===== src/rtl/imem_fetch_ctrl.sv =====
// Fetch sequencer: owns the fetch PC, issues imem word reads and buffers returned words (FETCH_RANGE_CHECK_EN adds the NOP/out_err range check).
// Latency: issue in cycle N, word buffered at end of N+1, out_valid in N+2; a redirect target is valid 3 cycles after the redirect edge.
// Backpressure: no issue once buffered + inflight - popping words reach BUF_DEPTH; out_pc/out_ins hold while out_ready is low.
module imem_fetch_ctrl #(
  parameter logic [31:0] RESET_PC  = 32'h0,
  parameter int          ADDR_W    = 6,
  parameter int          MEM_WORDS = 51,
  parameter int          BUF_DEPTH = 2
) (
  input  logic              clk,
  input  logic              rst,
  input  logic              redirect_valid,
  input  logic [31:0]       redirect_pc,
  output logic              imem_en,
  output logic [ADDR_W-1:0] imem_addr,
  input  logic [31:0]       imem_rdata,
  output logic              out_valid,
  input  logic              out_ready,
  output logic [31:0]       out_pc,
  output logic [31:0]       out_ins,
  output logic              out_err
);

  localparam logic [31:0] NOP = 32'h0000_0033;
  localparam int          CW  = $clog2(BUF_DEPTH + 1);

  typedef enum logic [1:0] {
    ST_RESET = 2'd0,
    ST_RUN   = 2'd1,
    ST_FLUSH = 2'd2
  } state_t;

  typedef struct packed {
    logic [31:0] pc;
    logic [31:0] ins;
    logic        err;
  } ent_t;

  if (BUF_DEPTH < 2) begin : g_bad_depth
    $error("imem_fetch_ctrl: BUF_DEPTH must be >= 2");
  end
  if (MEM_WORDS < 1 || MEM_WORDS > (1 << ADDR_W)) begin : g_bad_words
    $error("imem_fetch_ctrl: MEM_WORDS must be in 1..2**ADDR_W");
  end

  state_t        state_q, state_d;
  logic [31:0]   fetch_pc_q;
  logic [31:0]   issue_pc_q;
  logic          inflight_q;
  logic [CW-1:0] count_q, count_d;
  ent_t          fifo_q [BUF_DEPTH];
  ent_t          fifo_d [BUF_DEPTH];
  ent_t          ret_ent;
  logic          pop;
  logic          push;
  logic          issue;
  logic [CW:0]   occ;
  logic          unused_bits;

  assign unused_bits = ^redirect_pc[1:0];

  assign out_valid = (count_q != '0);
  assign pop       = out_valid & out_ready;
  // Credit: words already owed to the FIFO plus this read must still fit after the pop.
  assign occ       = (CW+1)'(count_q) + (CW+1)'(inflight_q) - (CW+1)'(pop);

  always_comb begin
    state_d = state_q;
    issue   = 1'b0;
    case (state_q)
      ST_RESET: state_d = redirect_valid ? ST_FLUSH : ST_RUN;
      ST_RUN:   state_d = redirect_valid ? ST_FLUSH : ST_RUN;
      ST_FLUSH: state_d = redirect_valid ? ST_FLUSH : ST_RUN;
      default:  state_d = ST_RESET;
    endcase
    if (state_q != ST_RESET && !rst && !redirect_valid && occ < (CW+1)'(BUF_DEPTH))
      issue = 1'b1;
  end

  assign imem_en   = issue;
  assign imem_addr = fetch_pc_q[ADDR_W+1:2];

  always_comb begin
    ret_ent.pc  = issue_pc_q;
    ret_ent.ins = imem_rdata;
    ret_ent.err = 1'b0;
`ifdef FETCH_RANGE_CHECK_EN
    if (issue_pc_q[31:2] >= 30'(MEM_WORDS)) begin
      ret_ent.ins = NOP;
      ret_ent.err = 1'b1;
    end
`endif
  end

  // A read returning in a redirect cycle belongs to the old path and is dropped.
  assign push = inflight_q & ~redirect_valid;

  // Entry 0 is the output register; it is only overwritten by a real successor so
  // the outputs keep their last values when the FIFO drains or is flushed.
  always_comb begin
    count_d = count_q;
    for (int i = 0; i < BUF_DEPTH; i++) fifo_d[i] = fifo_q[i];
    if (redirect_valid) begin
      count_d = '0;
    end else begin
      if (pop) begin
        if (count_q > CW'(1)) begin
          for (int i = 0; i < BUF_DEPTH - 1; i++) fifo_d[i] = fifo_q[i+1];
        end
        count_d = count_q - CW'(1);
      end
      if (push) begin
        for (int i = 0; i < BUF_DEPTH; i++) begin
          if (CW'(i) == count_d) fifo_d[i] = ret_ent;
        end
        count_d = count_d + CW'(1);
      end
    end
  end

  always_ff @(posedge clk) begin
    if (rst) begin
      state_q    <= ST_RESET;
      fetch_pc_q <= RESET_PC;
      issue_pc_q <= RESET_PC;
      inflight_q <= 1'b0;
      count_q    <= '0;
      for (int i = 0; i < BUF_DEPTH; i++) fifo_q[i] <= '{pc: 32'h0, ins: NOP, err: 1'b0};
    end else begin
      state_q    <= state_d;
      inflight_q <= issue;
      count_q    <= count_d;
      for (int i = 0; i < BUF_DEPTH; i++) fifo_q[i] <= fifo_d[i];
      if (redirect_valid) begin
        fetch_pc_q <= {redirect_pc[31:2], 2'b00};
      end else if (issue) begin
        fetch_pc_q <= fetch_pc_q + 32'd4;
        issue_pc_q <= fetch_pc_q;
      end
    end
  end

  assign out_pc  = fifo_q[0].pc;
  assign out_ins = fifo_q[0].ins;
`ifdef FETCH_RANGE_CHECK_EN
  assign out_err = fifo_q[0].err;
`else
  assign out_err = 1'b0;
`endif

endmodule


===== config.mk =====
export PLATFORM = sky130hd
export DESIGN_NAME = imem_fetch_ctrl
export DESIGN_NICKNAME = d
export VERILOG_FILES = /design/src/rtl/imem_fetch_ctrl.sv
export SDC_FILE = /design/constraint.sdc
export NUM_CORES = 1
export LEC_CHECK = 0
export BUFFER_PORTS_ARGS = -buffer_cell sky130_fd_sc_hd__buf_4
export CORE_MARGIN = 5
export CORE_UTILIZATION = 45
export DETAILED_ROUTE_END_ITERATION = 8
export GPL_TIMING_DRIVEN = 0
export HOLD_SLACK_MARGIN = 0.05
export PLACE_DENSITY = 0.68
export SLEW_MARGIN = 15
export SYNTH_ARGS = -nofsm -noshare
export SYNTH_HDL_FRONTEND = slang
export SYNTH_SLANG_ARGS = --single-unit
export TNS_END_PERCENT = 5

===== constraint.sdc =====
create_clock -name clk -period 3.3 [get_ports clk]
set_clock_uncertainty 0.2 [all_clocks]
set_input_delay 0.165 -clock clk [delete_from_list [all_inputs] [get_ports clk]]
set_output_delay 0.165 -clock clk [all_outputs]
set_load 0.02 [all_outputs]

* After elaboration in Yosys (flattened, before gate mapping)
Memories as Yosys holds them, arrays and structs flattened.
Index checks and enable logic that the tools add are counted.
W data, S select, Z words.
** Storage, ports and cells
- Memories kept :: 1
- Bits in registers :: 69
- RAM bits :: 130
- Output and inout port bits :: 73
** Memories
- fifo_q :: words 2, width 65, read ports 2, clocked after memory_dff 0, write ports 2, RTL line 51 : ent_t fifo_q [BUF_DEPTH];
** Cells by class
- Bitwise logic cells :: 6
- Eq/ne operators :: 3
- Multiplexer cells :: 18
- Add/sub/neg operators :: 5
- Reduce and logical (&&, ||, !) cells :: 14
- $lt $le $gt $ge :: 2
** Operators by type and width (count)
- $mux W65 :: 6
- $mux W130 :: 2
- $mux W32 :: 2
- $add A32 B3 Y32 const B :: 1
- $mux W2 :: 4
- $reduce_bool A2 Y1 :: 3
- $logic_not A2 Y1 :: 2
- $mux W1 :: 4
- $reduce_or A2 Y1 :: 2
- $add A2 B1 Y3 :: 1
- $logic_and A1 B1 Y1 :: 3
- $lt A3 B2 Y1 const B :: 1
- $reduce_or A3 Y1 :: 1
- $sub A3 B1 Y3 :: 1
- $add A2 B1 Y2 const B :: 1
- $and A1 B1 Y1 :: 2
- $eq A1 B2 Y1 const A :: 1
- $eq A2 B1 Y1 const B :: 1
- $eq A2 B2 Y1 const B :: 1
- $gt A2 B1 Y1 const B :: 1
- $logic_not A1 Y1 :: 2
- $not A1 Y1 :: 2
- $or A1 B1 Y1 :: 2
- $reduce_and A2 Y1 :: 1
- $sub A2 B1 Y2 const B :: 1

* Longest topological paths before layout
- Word-level depth :: 9
- Depth in mapped cells :: 13
- Mapped depth without buffers :: 11

* Worst setup path before layout
Ideal clock, no wire load.
- Path kind :: register -> register
- Start :: reg count_q[1]
- End :: reg fetch_pc_q[13]
- Path slack :: -0.175 ns
- Cell stages (with the launch flop) :: 12
- Library setup time :: 0.091 ns
- Data arrival time :: 3.184 ns
- Cells stage by stage :: dfxtp_1 -> inv_1 -> ha_1 -> nand2b_1 -> xnor2_1 -> nand2_1 -> fa_1 -> xor2_2 -> or3_1 -> buf_2 -> or4_1 -> a311oi_1
** Between the ends
- Word-level cells in the longest chain between the ends :: 7
- Elaborated cells between the ends (all ways) :: 8
- Classes of those cells :: add/sub (2); order compare (1); mux (1); bitwise (1); reduce/logical (3)
** RTL lines
- start, declared :: RTL line 50 : logic [CW-1:0] count_q, count_d;
- start signal, assigned :: RTL line 132 : count_q <= count_d;
- branches (longest 2 deep; another with $add A2 B1 Y3)
- $sub A3 B1 Y3 (*) :: RTL line 65 : assign occ = (CW+1)'(count_q) + (CW+1)'(inflight_q) - (CW+1)'(pop);
- $lt A3 B2 Y1 (*) :: RTL line 76 : if (state_q != ST_RESET && !rst && !redirect_valid && occ < (CW+1)'(BUF_DEPTH))
- $logic_and A1 B1 Y1 (*) :: RTL line 76
- $mux W1 (*) :: RTL line 76
- $reduce_bool A2 Y1 (no source line) (*)
- end signal, assigned :: RTL line 135 : fetch_pc_q <= {redirect_pc[31:2], 2'b00};
- end signal, assigned :: RTL line 137 : fetch_pc_q <= fetch_pc_q + 32'd4;
- end, declared :: RTL line 47 : logic [31:0] fetch_pc_q;
Every way passes the cells marked *.
A chain may end at the register's enable or synchronous reset.

* Worst setup path after layout
- Start :: reg count_q[0]
- End :: reg fetch_pc_q[13]
The elaborated chain is that of the path after synthesis.

==> summary.md <==
| Metric | Value |
|---|---|
| CTS Buf Count | `17` |
| # rows | `50` |
| Die Y | `149 µm` |
| Layout cell share with drive strength beyond 1 | `0.213` |
| Cell variety after synth | `54` |
| Switching share of power | `0.242` |
| Status | `finished clean` |
| Worst path max stage delay | `0.47 ns` |
| Total vias in the final route | `8512` |
| Filler Cells Inserted | `1748` |
| Number of port buffers | `137` |
| Power, Total | `5.16 mW` |
| Part of the power in combinational logic | `0.114` |
| First-pass GRT wire length | `41500 µm` |
| Register area share after synthesis | `0.439` |
| Register area | `3830 µm²` |
| Clock Power Share | `0.413` |
| CP Buf/Inv Count | `2` |
| Final setup violation count | `0` |
| Hold crit path type | `input port to flop` |
| Routed Antenna Nets | `0` |
| Period utilization | `0.979` |
| Io pins | `141` |
| Lkg Pwr | `4.46 nW` |
| GP Congestion | `0.929` |
| Crit-path max FO | `8` |
| Detailed-route vias per instance | `5.27` |
| PD cells | `448 nW/µm²` |
| Iteration count of the initial detailed-routing pass | `6` |
| Clock insertion delay at the later pin of the skew report | `0.44 ns` |
| Total track usage | `0.230` |
| Starting DRC count in detailed routing | `828` |
| Area after DPL | `10100 µm²` |
| Synth Instances | `1114` |
| Top cell type's share of synthesized area | `0.439` |
| Avg Cell Area, Syn | `7.82 µm²` |
| Worst flop-to-flop path endpoint | `fetch_pc_q[13]` |
| Nets | `1418` |
| Synthesized cell area | `8710 µm²` |
| Area contributors post-synth | `dfxtp_1, nand2_1, a311oi_1, buf_4, a21oi_1` |
| RSZ-0062 raised after global routing | `true` |
| Slew Limit Headroom | `0.467` |
| Critical path arrival | `3.38 ns` |
| CTS max path bufs | `2` |
| R2r startpoint | `count_q[0]` |
| Most frequent cells in the layout | `nand2_1, buf_4, dfxtp_1` |
| Multi-input logic area | `4030 µm²` |
| Root Driver | `clkbuf_16` |
| Worst setup path startpoint | `count_q[0]` |
| Synth async-reset ratio | `0` |
| H-tree depth | `4` |
| Ant diodes | `0` |
| Initial antenna violation count | `0` |
| Critical path capture point type | `flop` |
| Worst slew pin tran | `0.792 ns` |
| Critical-path top delay cell | `or4_4` |
| Critical path's top delay family | `simple AND/OR/NAND/NOR gates` |
| Crit-path cells | `inv_4, ha_4, nand2b_4, xnor2_4, nand2_2, fa_2, xor2_4, or3_4, buf_6, or4_4, a311oi_2` |
| Final slew viol count | `0` |
| Worst R2R Setup Slack | `0.07 ns` |
| Routed wire length | `25700 µm` |
| EDFF count, synth | `0` |
| Fin util | `0.609` |
| Width of the chip | `149 µm` |
| Fin worst setup slack | `0.0680 ns` |
| Avg WL per Cell | `15.9 µm` |
| Yosys reg bits | `191` |
| WP depth | `11` |
| Total clock sinks | `191` |
| Psw | `1.25 mW` |
| Clock-pin slew on the worst setup and hold paths | `0.07 ns` |
| Minimum clock period | `3.23 ns` |
| Overflow after GRT | `0` |
| Yosys Warn Count | `0` |
| Area growth syn-to-layout | `32.2%` |
| Worst setup SP type | `flop` |
| Seq pwr share | `0.473` |
| Core area | `18900 µm²` |
| Yosys top cell by area | `dfxtp_1` |
| Max-cap violations | `0` |
| Hold Violations, Final | `0` |
| Int Power | `3.91 mW` |
| Final instance area | `11500 µm²` |
| CP endpoint | `fetch_pc_q[13]` |
| Peak VDD IR | `362 µV` |
| # DRC | `0` |
| Post-DP HPWL | `18100 µm` |
| Top_reg_cell synth | `dfxtp_1` |
| Placement Setup Slack | `-0.361 ns` |
| Commonest non-fill, non-tap cell in the layout | `nand2_1` |
| Die area | `22200 µm²` |
| CTS tree | `yes` |
| Fmax | `309 MHz` |
| Worst reg2reg path depth | `11` |
| Largest net degree at the start of global routing | `18` |
| Crit path required time | `3.44 ns` |
| Initial core utilization | `0.461` |
| Mapped Nets | `1188` |
| Vias in the first global route | `8002` |
| Kind of critical path | `flop to flop` |
## kinds of logic (layout without fill, tap and decap cells)
family | after synthesis | after routing | synth area share
buffers and inverters | 169 | 410 | 0.109
multiplexers | 3 | 3 | 0.00388
AND/OR/NAND/NOR | 517 | 517 | 0.260
flip-flops | 191 | 191 | 0.439
adder cells (fa/ha/maj) | 6 | 6 | 0.00948
other | 1 | 1 | 0.000431
XOR/XNOR | 9 | 9 | 0.00991
AO/OA/AOI/OAI | 218 | 218 | 0.167
## synthesized netlist by cell type (6+ instances only)
master    count
nand4_1      15
or3_1         7
buf_4        72
and4_1       12
nand2_1     309
xnor2_1       6
nand3_1      29
or4_1         7
o21ai_0      13
and3_1       10
dfxtp_1     191
and2_1        7
a31oi_1       8
buf_2         7
nor3_1       15
a211oi_1      9
a311oi_1     63
clkbuf_1     74
o31ai_1       8
nor2_1       82
a21oi_1      93
inv_1         9
## per-stage QoR
stage | TNS [ns] | hold WS (ns) | instances
floorplan | 0 | 0.0892 | 1114
global placement | -5.72 | 0.186 | 1511
detailed placement | -7.72 | 0.194 | 1511
CTS | -0.0749 | 0.0860 | 1608
global route | -0.0366 | 0.119 | 1615
finish | 0 | 0.0982 | 1615
## layer usage
layer / global-route usage / wire (µm) / vias up
met5: 0 / 0 / -
met4: 0.0842 / 628 / 0
met3: 0.0389 / 1670 / 44
met2: 0.359 / 11600 / 326
met1: 0.319 / 11700 / 3889
li1: - / - / 4253
## tightest hold or removal path, delay by kind of cell
family        cells  cell delay, ns
buf+inv           1            0.12
simple gates      3            0.28
xor+xnor          1            0.13
## timing repair
action | 4_1_cts | 5_1_grt
endpoints found under the setup margin | 46 | 92
endpoints found under the hold margin | 94 | 0
hold buffers | 63 | 0
setup buffers | 6 | 7
gates cloned | 0 | 0
resized for setup | 12 | 19
pin swaps | 4 | 7
## final cells by class
| class | instances | share of cell area |
|---|---|---|
| timing repair buffer | 213 | 0.153 |
| clock buffer | 17 | 0.0370 |
| buffer | 157 | 0.0805 |
| inverter | 10 | 0.00370 |
| sequential | 191 | 0.333 |
| tap | 260 | 0.0283 |
| multi-input combinational | 754 | 0.350 |
| clock inverter | 13 | 0.0149 |
## power by group through the flow
stage | clock network (mW) | logic, mW | registers (mW)
after floorplan | 0 | 0.302 | 2.47
after global placement | 0 | 0.498 | 2.49
after detailed placement | 0 | 0.501 | 2.49
after CTS | 2.15 | 0.574 | 2.44
after global routing | 2.26 | 0.639 | 2.45
final | 2.13 | 0.589 | 2.44
## worst min path at each step
stage	from	to	slack, ns	cells after the start
detailed placement	imem_rdata[4]	fifo_q[0][70]	0.19	3
CTS	out_ready	count_q[0]	0.09	5
global placement	imem_rdata[0]	fifo_q[0][66]	0.19	3
global route	out_ready	count_q[0]	0.12	5
finish	out_ready	count_q[0]	0.1	5
floorplan	imem_rdata[0]	fifo_q[0][66]	0.09	2
## state kept, by name, summed over array words and instances (netlist names)
register,flops
fifo_q,126
fetch_pc_q,30
issue_pc_q,30
count_q,2
state_q,2
inflight_q,1
(Power assumes the default switching activity.)
